==> src/rtl/load_store_unit.sv <==
// load_store_unit: RV32I memory stage, one data-memory transaction per start over req/gnt/rvalid
//   Clock, nReset        : clock, asynchronous active-low reset
//   start/is_store/funct3: request strobe (sampled in IDLE), store flag, RV32I width/sign code
//   addr, wdata          : effective address, store data
//   busy/done/misaligned : status, one-cycle completion pulse, fault flag valid with done
//   rdata                : extended load result, held until the next successful load
//   mem_*                : registered memory request side and returned read data
module load_store_unit #(
   parameter int dataW = 32
) (
   input  logic             Clock,
   input  logic             nReset,
   input  logic             start,
   input  logic             is_store,
   input  logic [2:0]       funct3,
   input  logic [dataW-1:0] addr,
   input  logic [dataW-1:0] wdata,
   output logic             busy,
   output logic             done,
   output logic             misaligned,
   output logic [dataW-1:0] rdata,
   output logic             mem_req,
   output logic             mem_we,
   output logic [dataW-1:0] mem_addr,
   output logic [3:0]       mem_be,
   output logic [dataW-1:0] mem_wdata,
   input  logic             mem_gnt,
   input  logic             mem_rvalid,
   input  logic [dataW-1:0] mem_rdata
);
   localparam logic [1:0] IDLE = 2'd0, REQ = 2'd1, WAIT = 2'd2, DONE = 2'd3;
   logic [1:0]       state;
   logic             st_q;
   logic [2:0]       f3_q;
   logic [1:0]       off_q;
   logic             fault;
   logic [3:0]       be_n;
   logic [dataW-1:0] wd_n, lane, ld;
   always_comb begin
      fault = (is_store ? (funct3 > 3'd2) : (funct3[1:0] == 2'd3 || funct3 == 3'd6))
            || (funct3[1:0] == 2'd1 && addr[0])
            || (funct3[1:0] == 2'd2 && addr[1:0] != 2'd0);
      be_n  = funct3[1:0] == 2'd0 ? 4'b0001 << addr[1:0]
            : funct3[1:0] == 2'd1 ? (addr[1] ? 4'b1100 : 4'b0011) : 4'b1111;
      wd_n  = funct3[1:0] == 2'd0 ? {4{wdata[7:0]}}
            : funct3[1:0] == 2'd1 ? {2{wdata[15:0]}} : wdata;
      // halves are always 2-byte aligned here, so one byte-offset shift serves both widths
      lane  = mem_rdata >> {off_q, 3'b000};
      ld    = f3_q[1:0] == 2'd0 ? {{24{~f3_q[2] & lane[7]}}, lane[7:0]}
            : f3_q[1:0] == 2'd1 ? {{16{~f3_q[2] & lane[15]}}, lane[15:0]} : mem_rdata;
   end
   always_ff @(posedge Clock or negedge nReset) begin
      if (!nReset) begin
         state      <= IDLE;
         st_q       <= 1'b0;
         f3_q       <= 3'd0;
         off_q      <= 2'd0;
         busy       <= 1'b0;
         done       <= 1'b0;
         misaligned <= 1'b0;
         rdata      <= '0;
         mem_req    <= 1'b0;
         mem_we     <= 1'b0;
         mem_addr   <= '0;
         mem_be     <= 4'd0;
         mem_wdata  <= '0;
      end else begin
         case (state)
            IDLE: if (start) begin
               st_q       <= is_store;
               f3_q       <= funct3;
               off_q      <= addr[1:0];
               mem_addr   <= {addr[dataW-1:2], 2'b00};
               mem_be     <= be_n;
               mem_wdata  <= wd_n;
               mem_we     <= is_store & ~fault;
               mem_req    <= ~fault;
               busy       <= 1'b1;
               done       <= fault;
               misaligned <= fault;
               state      <= fault ? DONE : REQ;
            end
            REQ: if (mem_gnt) begin
               mem_req <= 1'b0;
               mem_we  <= 1'b0;
               done    <= st_q;
               state   <= st_q ? DONE : WAIT;
            end
            WAIT: if (mem_rvalid) begin
               rdata <= ld;
               done  <= 1'b1;
               state <= DONE;
            end
            DONE: begin
               done       <= 1'b0;
               misaligned <= 1'b0;
               busy       <= 1'b0;
               state      <= IDLE;
            end
            default: state <= IDLE;
         endcase
      end
   end
endmodule

==> config.mk <==
export PLATFORM = sky130hd
export DESIGN_NAME = load_store_unit
export DESIGN_NICKNAME = d
export VERILOG_FILES = /design/src/rtl/load_store_unit.sv
export SDC_FILE = /design/constraint.sdc
export NUM_CORES = 1
export LEC_CHECK = 0
export CAP_MARGIN = 5
export CORE_MARGIN = 1
export CORE_UTILIZATION = 45
export CTS_CLUSTER_SIZE = 20
export DETAILED_ROUTE_END_ITERATION = 8
export GPL_TIMING_DRIVEN = 0
export HOLD_SLACK_MARGIN = 0.08
export PLACE_DENSITY = 0.87
export SETUP_SLACK_MARGIN = 0.15
export SYNTH_ARGS = -nofsm -noshare
export SYNTH_HDL_FRONTEND = slang
export SYNTH_SLANG_ARGS = --single-unit
==> constraint.sdc <==
create_clock -name Clock -period 2.9 [get_ports Clock]
set_input_delay 0.58 -clock Clock [delete_from_list [all_inputs] [get_ports Clock]]
set_output_delay 0.58 -clock Clock [all_outputs]
set_load 0.01 [all_outputs]
==> results.tsv, run 1 <==
stage	metric	value	unit
timing	slew of the pin with the lowest slew margin	0.682	ns
timing	clock skew	0.0101	ns
synth	Mean Syn Cell Area	10.5	sq um
floorplan	Core Rows	39	
synth	Synth Flop Type	dfrtp_1	
cts	# H-tree levels	3	
finish	final cell count without fillers	867	
floorplan	Ports	210	
floorplan	die area	12100	sq um
worst_setup_path	worst setup path startpoint	start	
synth	synth warn	0	
min_path	HP Class	in -> async	
route	WL met2	7500	um
place	port buffer count	207	
run_status	outcome	complete, no violations	
floorplan	core area	11400	sq um
worst_setup_path	R2R Path Start	state[0]$_DFFE_PN0P_	
place	HPWL Detailed	12000	um
timing	Slew headroom	0.545	
route	DR WL met3	1710	um
timing	Tmin final	2.11	ns
route	First-pass DRT Iterations	5	
global_route	GRT overflow	0	
floorplan	Die Wd	110	um
global_route	vias in the first global route	4819	
worst_setup_path	FF-to-FF setup slack	0.81	ns
finish	P&R area growth vs syn	49.0	%
finish	share of layout cells above drive strength 1	0.131	
worst_setup_path	worst-path maximum fanout	10	
synth	#FFs+latches synth	111	
cts	CTS Buf Count	9	
route	met1 WL	6080	um
timing	final hold vios	0	
finish	Fill cells	861	
route	Via density	5.49	
finish	fin nets	828	
cts	# resized after CTS	0	
synth	mapped cell area	5250	sq um
cts	CTS max path bufs	2	
global_route	initial antenna violation count	0	
pwr	Pwr Total	7.88	mW
worst_setup_path	reg2reg path depth	7	
route	Initial DRC Count	212	
floorplan	initial core utilization	0.461	
timing	Final Max Tran Viols	0	
worst_setup_path	CP Data Arrival Time	2.34	ns
worst_setup_path	CP Launch Type	primary input	
route	via count	4758	
route	highest routed layer	met4	
place	Cells after DPL	851	
global_route	pin count of the biggest net entering global routing	69	
global_route	global-route wire length before repair	24000	um
route	DRT antenna net count	0	
place	area post-placement	7530	sq um
route	Avg WL per Cell	18.2	um
timing	Final Cycle Share	0.728	
place	routability cong.	0.929	
route	number of remaining DRC errors	0	
timing	RSZ-0062 raised after global routing	no	
cts	CTS clock-pin slew for the worst setup and hold paths	0.07	ns
cts	Sink Count	111	
floorplan	die span in y	110	um
synth	sequential area share after synthesis	0.529	
pwr	total leakage power	3.43	nW
worst_setup_path	Worst Setup End Kind	flop	
pwr	Max VDD drop	639	uV
worst_setup_path	r2r endpoint	rdata[30]$_DFFE_PN0P_	
synth	Post-Syn Instances	499	
cts	Worst-Skew Late Latency	0.35	ns
cts	CTS tree	yes	
timing	maximum clock frequency	474	MHz
cts	buffers inserted by post-CTS timing repair	0	
run	Max Cap Viol	0	
synth	number of synthesized flops with an enable pin	0	
worst_setup_path	WS Path Type	in -> reg	
pwr	PD cells	1010	nW/um^2
synth	Unique masters post-synth	46	
timing	Final setup viols	0	
cts	hold buffer count at cts	0	
finish	final instance area	7820	sq um
synth	fraction of registers with async set or reset after synthesis	1.00	
timing	final setup TNS	0	ns
finish	Ant. Diodes	0	
cts	CTS root buf	clkbuf_16	
worst_setup_path	required time of the worst setup path	3.13	ns
finish	post-layout util	0.688	
route	total wire length	15700	um
global_route	GRT Overall Usage	0.263	
[worst max path at each step]
stage          slack, ns                       end  depth (start not counted)
4_1_cts             0.75  mem_addr[29]$_DFFE_PN0P_                          5
2_1_floorplan       1.27       f3_q[0]$_DFFE_PN0P_                          6
3_5_place_dp        0.43   mem_addr[3]$_DFFE_PN0P_                          5
6_report            0.79  mem_addr[29]$_DFFE_PN0P_                          5
5_1_grt             0.68  mem_addr[29]$_DFFE_PN0P_                          5
3_3_place_gp       -2.98  mem_addr[31]$_DFFE_PN0P_                          1
[state kept, by name, summed over array words and instances (netlist names), 2 cells and up]
name and flops:
rdata 32, mem_wdata 32, mem_be 4, state 2
f3_q 3, off_q 2, mem_addr 30
[kinds of logic after synthesis]
family | Yosys count | synth area share
xor+xnor | 1 | 0.00167
other cells | 1 | 0.000715
mux | 71 | 0.146
buf+inv | 50 | 0.0444
compound gates | 106 | 0.121
fa+ha+maj | 4 | 0.00954
simple gates | 155 | 0.148
flops | 111 | 0.529
[metrics by stage]
stage               worst slack, ns  hold slack [ns]
finish                        0.789            0.235
global route                  0.680            0.276
detailed placement            0.426            0.471
CTS                           0.745            0.255
floorplan                      1.27            0.284
global placement              -2.98            0.461
[report_power, final]
| part | switching [mW] | internal [mW] |
|---|---|---|
| logic | 1.83 | 2.12 |
| registers | 0.409 | 2.29 |
| clock network | 0.547 | 0.691 |
[cell usage in the layout, fill, tap and decap left out, types with 2 or more instances in the layout]
cell	n
clkdlybuf4s50_1	206
dfrtp_1	111
nand2_1	71
o21ai_0	47
mux2_2	43
mux2i_1	28
nor2_1	24
nand3_1	22
a21oi_1	20
clkbuf_1	16
inv_1	14
buf_2	12
nand3_2	10
nand2b_1	9
clkbuf_16	9
a31oi_1	8
o22ai_1	7
a32oi_1	6
buf_4	5
nand3b_1	5
a22oi_1	5
buf_1	4
ha_1	4
nor2b_1	3
nor3_1	3
clkinv_2	3
buf_6	2
o21ai_2	2
conb_1	2
[critical path, stage by stage]
cell             delay (ns)
clkdlybuf4s50_1        0.50
nand2_1                0.13
clkbuf_1               0.38
buf_2                  0.36
mux2_2                 0.37
[area by class of cell]
| cell class | count | area, sq um | area share |
|---|---|---|---|
| sequential | 111 | 2780 | 0.355 |
| multi-input combinational | 339 | 2240 | 0.286 |
| timing repair buffer | 208 | 2100 | 0.268 |
| clock buffer | 12 | 246 | 0.0315 |
| buffer | 36 | 180 | 0.0230 |
| tap | 143 | 179 | 0.0229 |
| inverter | 14 | 52.6 | 0.00672 |
| clock inverter | 4 | 45.0 | 0.00576 |
[layer usage]
metal / up-vias / GRT usage
met2: 256 / 0.444
met4: 0 / 0.106
met1: 2292 / 0.309
li1: 2176 / -
met3: 34 / 0.0882
met5: - / 0
[cells in the mapped netlist, drive strengths merged (2+ instances only)]
master,count,area [sq um]
nor3,3,15.0
nor2,25,96.4
nand2b,9,56.3
inv,14,52.6
a22oi,5,37.5
nor2b,3,18.8
dfrtp,111,2780
mux2,43,484
a32oi,6,52.6
clkbuf,14,52.6
ha,4,50.1
o21ai,49,253
o22ai,7,43.8
nand3b,5,37.5
buf,22,128
a221oi,2,23.8
a31oi,8,50.1
nand2,71,267
nand3,32,210
a21oi,21,109
mux2i,28,280
Note: power is estimated with default switching activity, not from simulation.
==> run 2: changes to the inputs <==
--- a/config.mk
+++ b/config.mk
@@ -7,12 +7,12 @@
 export LEC_CHECK = 0
 export CAP_MARGIN = 5
 export CORE_MARGIN = 1
-export CORE_UTILIZATION = 45
+export CORE_UTILIZATION = 44
 export CTS_CLUSTER_SIZE = 20
 export DETAILED_ROUTE_END_ITERATION = 8
 export GPL_TIMING_DRIVEN = 0
 export HOLD_SLACK_MARGIN = 0.08
-export PLACE_DENSITY = 0.87
+export PLACE_DENSITY = 0.85
 export SETUP_SLACK_MARGIN = 0.15
 export SYNTH_ARGS = -nofsm -noshare
 export SYNTH_HDL_FRONTEND = slang
==> constraint.sdc (replaced) <==
create_clock -name Clock -period 2.1 [get_ports Clock]
set_input_delay 0.42 -clock Clock [delete_from_list [all_inputs] [get_ports Clock]]
set_output_delay 0.42 -clock Clock [all_outputs]
set_load 0.01 [all_outputs]
==> results.tsv, run 2 (synthesis gave the netlist of run 1 again) <==
stage	metric	value	unit	change
run_status	outcome	finished, violations left		
run_status	failing checks	DRC		
timing	Setup WS post-layout	0.279	ns	-0.511 ns
place	post-place setup slack	-0.162	ns	-0.588 ns
worst_setup_path	worst-path maximum fanout	10		unchanged
route	WL met2	7660	um	+2.1%
route	number of remaining DRC errors	32		+32
pwr	total leakage power	3.46	nW	+0.90%
timing	Final Max Tran Viols	0		unchanged
route	met1 WL	6220	um	+2.3%
pwr	Max VDD drop	835	uV	+31%
finish	top flop regs	mem_wdata (32), rdata (32), mem_addr (30)		
pwr	sequential power share	0.336		-0.006
timing	Final Cycle Share	0.867		
route	Initial DRC Count	321		+51%
finish	Ant. Diodes	0		unchanged
route	DRT antenna net count	0		unchanged
route	total wire length	15800	um	+0.61%
finish	fin nets	828		unchanged
pwr	PD cells	1410	nW/um^2	+40%
min_path	HP Class	in -> async		
worst_setup_path	required time of the worst setup path	2.33	ns	-0.80 ns
global_route	vias in the first global route	4821		+0.042%
timing	Tmin final	1.82	ns	
cts	CTS max path bufs	2		unchanged
global_route	pin count of the biggest net entering global routing	68		-1.4%
floorplan	Core Rows	39		unchanged
cts	hold buffer count at cts	0		unchanged
route	Via density	5.45		-0.71%
worst_setup_path	WS Path Type	reg -> reg		
pwr	Sw Pwr	3.96	mW	+42%
finish	commonest non-fill, non-tap cell in the layout	clkdlybuf4s50_1		
pwr	clock power share	0.168		+0.011
timing	clock skew	0.00753	ns	-0.00261 ns
pwr	Internal Pwr Total	7.17	mW	+41%
cts	CTS root buf	clkbuf_16		
timing	final hold vios	0		unchanged
cts	CTS tree	yes		
global_route	initial antenna violation count	0		unchanged
run	Max Cap Viol	0		unchanged
timing	Final setup viols	0		unchanged
timing	RSZ-0062 raised after global routing	no		
cts	CTS clock-pin slew for the worst setup and hold paths	0.07	ns	about the same
finish	post-layout util	0.684		-0.00342
global_route	GRT overflow	0		unchanged
worst_setup_path	CP Data Arrival Time	2.05	ns	-0.29 ns
worst_setup_path	Worst Setup End Kind	flop		
global_route	global-route wire length before repair	24700	um	+3.0%
cts	# H-tree levels	3		unchanged
floorplan	die area	12400	sq um	+2.2%
finish	commonest cells after routing, fill and taps aside	clkdlybuf4s50_1 (206), dfrtp_1 (111), nand2_1 (71)		
cts	CTS Buf Count	9		unchanged
route	First-pass DRT Iterations	8		+3
floorplan	initial core utilization	0.456		-0.00587
floorplan	die span in y	111	um	+1.1%
route	via count	4724		-0.71%
global_route	GRT Overall Usage	0.258		-0.00569
timing	maximum clock frequency	549	MHz	
cts	Sink Count	111		unchanged
place	routability cong.	0.933		+0.41%
finish	share of layout cells above drive strength 1	0.142		+0.0110
pwr	Pwr Total	11.1	mW	+41%
floorplan	Die Wd	111	um	+1.1%
cts	buffers inserted by post-CTS timing repair	0		unchanged
pwr	switching share of power	0.356		+0.00251
place	HPWL Detailed	12100	um	+0.62%
route	Avg WL per Cell	18.3	um	+0.61%
timing	slew of the pin with the lowest slew margin	0.682	ns	-0.000341 ns
cts	Worst-Skew Late Latency	0.34	ns	about the same
finish	Fill cells	904		+5.0%
floorplan	core area	11500	sq um	+1.3%
place	port buffer count	207		unchanged
worst_setup_path	CP Launch Type	flop		
floorplan	Ports	210		unchanged
timing	Slew headroom	0.545		about the same
route	DR WL met3	1650	um	-3.7%
pwr	Combinational Power Share	0.496		-0.005
finish	P&R area growth vs syn	50.2	%	
route	highest routed layer	met4		
## run 2: layout make-up
cell class                      instances  area, sq um  area share
Inverter                               14         52.6     0.00667
Clock inverter                          7          105      0.0133
Buffer                                 36          189      0.0240
Multi-Input combinational cell        339         2250       0.286
Sequential cell                       111         2780       0.353
Tap cell                              143          179      0.0227
Timing Repair Buffer                  208         2100       0.266
Clock buffer                            9          225      0.0286
## run 2: stage by stage
step,hold slack (ns),area [sq um],setup TNS [ns],instances
after floorplan,0.124,5250,0,500
after detailed placement,0.468,7530,-7.53,851
after global placement,0.460,7500,-403.74,850
final,0.0747,7880,0,867
after CTS,0.0948,7860,0,867
after global routing,0.122,7880,0,867
## run 2: critical path, cell delays in order (launching register included)
cell and delay, ns:
dfrtp_1 0.41, inv_1 0.08, ha_1 0.21, clkbuf_1 0.20
nor2b_2 0.24, a221oi_4 0.30, o21a_1 0.18, a21oi_1 0.07
## run 2: power groups by stage
stage               clock (mW)  combinational (mW)  sequential [mW]
finish                    1.87                5.52             3.74
global route              1.99                5.92             3.85
CTS                       1.91                5.50             3.74
detailed placement           0                5.47             3.78
global placement             0                5.32             3.72
floorplan                    0                2.23             4.12
## run 2: worst paths after layout
check                                           from                   endpoint  slack [ns]  depth (start not counted)
min                                           nReset      rdata[20]$_DFFE_PN0P_        0.07                          1
max in group asynchronous                     nReset  mem_wdata[18]$_DFFE_PN0P_        1.30                          2
min in group Clock         mem_wdata[28]$_DFFE_PN0P_  mem_wdata[28]$_DFFE_PN0P_        0.48                          2
max                             state[0]$_DFFE_PN0P_           done$_DFFE_PN0P_        0.28                          7
max reg2reg                     state[0]$_DFFE_PN0P_           done$_DFFE_PN0P_        0.28                          7
min reg2reg                mem_wdata[28]$_DFFE_PN0P_  mem_wdata[28]$_DFFE_PN0P_        0.48                          2
## run 2: timing repair
action / CTS / global route
endpoints found under the setup margin: 65 / 33
gates resized for setup: 3 / 7
endpoints found under the hold margin: 0 / 0
pin swaps: 0 / 0
## run 2: per-layer routing
layer	GRT usage	vias to the layer above
met2	0.432	242
li1	-	2175
met1	0.310	2283
met3	0.0908	24
met4	0.0811	0
met5	0	-
==> run 3: changes to the inputs <==
--- a/config.mk
+++ b/config.mk
@@ -13,6 +13,7 @@
 export GPL_TIMING_DRIVEN = 0
 export HOLD_SLACK_MARGIN = 0.08
 export PLACE_DENSITY = 0.85
+export RECOVER_POWER = 25
 export SETUP_SLACK_MARGIN = 0.15
 export SYNTH_ARGS = -nofsm -noshare
 export SYNTH_HDL_FRONTEND = slang
==> results.tsv, run 3 (synthesis gave the netlist of run 1 again) <==
stage	metric	value	unit	change
worst_setup_path	CP Data Arrival Time	2.05	ns	about the same
timing	final setup TNS	0	ns	unchanged
pwr	Max VDD drop	835	uV	about the same
cts	CTS tree	yes		
timing	Tmin final	1.82	ns	unchanged
finish	top flop regs	mem_wdata (32), rdata (32), mem_addr (30)		
finish	Ant. Diodes	0		unchanged
route	via count	4726		+0.042%
min_path	HP Class	in -> async		
global_route	pin count of the biggest net entering global routing	68		unchanged
finish	share of layout cells above drive strength 1	0.142		unchanged
timing	Final setup viols	0		unchanged
cts	Sink Count	111		unchanged
timing	Final Max Tran Viols	0		unchanged
global_route	met1 usage	0.310		unchanged
global_route	GRT overflow	0		unchanged
pwr	total leakage power	3.46	nW	about the same
place	HPWL Detailed	12100	um	unchanged
cts	CTS max path bufs	2		unchanged
timing	Setup WS post-layout	0.279	ns	unchanged
worst_setup_path	R2R Path Start	state[0]$_DFFE_PN0P_		
pwr	PD cells	1410	nW/um^2	about the same
pwr	clock power share	0.168		about the same
route	number of remaining DRC errors	32		unchanged
global_route	initial antenna violation count	0		unchanged
place	routability cong.	0.933		unchanged
timing	Slew headroom	0.222		-0.323
route	total wire length	15800	um	about the same
cts	# H-tree levels	3		unchanged
timing	clock skew	0.00758	ns	+0.0000595 ns
cts	CTS root buf	clkbuf_16		
floorplan	initial core utilization	0.456		unchanged
run_status	failing checks	DRC		
finish	fin nets	828		unchanged
global_route	vias in the first global route	4821		unchanged
route	DRT antenna net count	0		unchanged
finish	P&R area growth vs syn	50.1	%	about the same
route	First-pass DRT Iterations	8		unchanged
global_route	global-route wire length before repair	24700	um	unchanged
worst_setup_path	Worst Setup End Kind	flop		
pwr	Internal Pwr Total	7.17	mW	about the same
place	port buffer count	207		unchanged
worst_setup_path	required time of the worst setup path	2.33	ns	about the same
cts	CTS Buf Count	9		unchanged
finish	commonest cells after routing, fill and taps aside	clkdlybuf4s50_1 (206), dfrtp_1 (111), nand2_1 (71)		
floorplan	die span in y	111	um	unchanged
worst_setup_path	worst setup path startpoint	state[0]$_DFFE_PN0P_		
run_status	outcome	finished, violations left		
worst_setup_path	Setup crit end	done$_DFFE_PN0P_		
worst_setup_path	r2r endpoint	done$_DFFE_PN0P_		
pwr	Pwr Total	11.1	mW	about the same
worst_setup_path	WS Path Type	reg -> reg		
pwr	Sw Pwr	3.96	mW	about the same
floorplan	Die Wd	111	um	unchanged
cts	Worst-Skew Late Latency	0.34	ns	about the same
floorplan	Core Rows	39		unchanged
global_route	most used routing layer	met2		
pwr	Combinational Power Share	0.496		about the same
pwr	switching share of power	0.356		about the same
worst_setup_path	worst-path maximum fanout	10		unchanged
worst_setup_path	CP Launch Type	flop		
finish	commonest non-fill, non-tap cell in the layout	clkdlybuf4s50_1		
floorplan	core area	11500	sq um	unchanged
finish	post-layout util	0.684		about the same
route	Initial DRC Count	321		unchanged
route	Via density	5.45		about the same
run	Max Cap Viol	0		unchanged
timing	Final Cycle Share	0.867		unchanged
timing	final hold vios	0		unchanged
timing	RSZ-0062 raised after global routing	no		
global_route	GRT Overall Usage	0.258		unchanged
floorplan	die area	12400	sq um	unchanged
route	Avg WL per Cell	18.3	um	about the same
cts	CTS clock-pin slew for the worst setup and hold paths	0.07	ns	about the same
worst_setup_path	reg2reg path depth	7		unchanged
timing	maximum clock frequency	549	MHz	unchanged
floorplan	Ports	210		unchanged
pwr	sequential power share	0.336		about the same
global_route	met3 Resource Use GR	0.0908		unchanged
place	post-place setup slack	-0.162	ns	unchanged
global_route	met2 Track Usage GR	0.432		unchanged
worst_setup_path	FF-to-FF setup slack	0.28	ns	about the same
timing	slew of the pin with the lowest slew margin	1.17	ns	+0.484 ns
-- run 3: timing repair --
action                                  CTS  global route
resized for setup                         3             7
endpoints found under the setup margin   65            33
buffers inserted                          0             0
hold buffers                              0             0
-- run 3: per-layer routing --
layer,vias to the layer above,routed length [um]
li1,2175,-
met1,2284,6200
met2,243,7680
met3,24,1640
met4,0,317
met5,-,0
-- run 3: critical path, cell delays in order, from the launching register on --
cell	delay (ns)
dfrtp_1	0.41
inv_1	0.08
ha_1	0.21
clkbuf_1	0.20
nor2b_2	0.24
a221oi_4	0.30
o21a_1	0.18
a21oi_1	0.07
-- run 3: worst min-delay path by stage --
stage | slack, ns | startpoint | endpoint
after floorplan | 0.12 | nReset | busy$_DFFE_PN0P_
after global placement | 0.46 | mem_wdata[13]$_DFFE_PN0P_ | mem_wdata[13]$_DFFE_PN0P_
after detailed placement | 0.47 | nReset | rdata[20]$_DFFE_PN0P_
after CTS | 0.09 | nReset | rdata[24]$_DFFE_PN0P_
after global routing | 0.41 | nReset | rdata[20]$_DFFE_PN0P_
final | 0.30 | nReset | rdata[20]$_DFFE_PN0P_
-- run 3: through the flow --
step | cell area, sq um | cells | hold slack [ns]
floorplan | 5250 | 500 | 0.124
global placement | 7500 | 850 | 0.460
detailed placement | 7530 | 851 | 0.468
CTS | 7860 | 867 | 0.0948
global route | 7880 | 867 | 0.405
finish | 7880 | 867 | 0.298
-- run 3: final cells by class --
class | instances | area (sq um)
Timing Repair Buffer | 208 | 2090
Inverter | 14 | 52.6
Clock buffer | 9 | 225
Multi-Input combinational cell | 339 | 2250
Buffer | 36 | 189
Clock inverter | 7 | 105
Sequential cell | 111 | 2780
Fill cell | 905 | 3640
Tap cell | 143 | 179
-- run 3: power by group through the flow --
stage / logic, mW / clock network (mW) / registers [mW]
floorplan: 2.23 / 0 / 4.12
global placement: 5.32 / 0 / 3.72
detailed placement: 5.47 / 0 / 3.78
CTS: 5.50 / 1.91 / 3.74
global route: 5.92 / 1.99 / 3.85
finish: 5.52 / 1.87 / 3.74
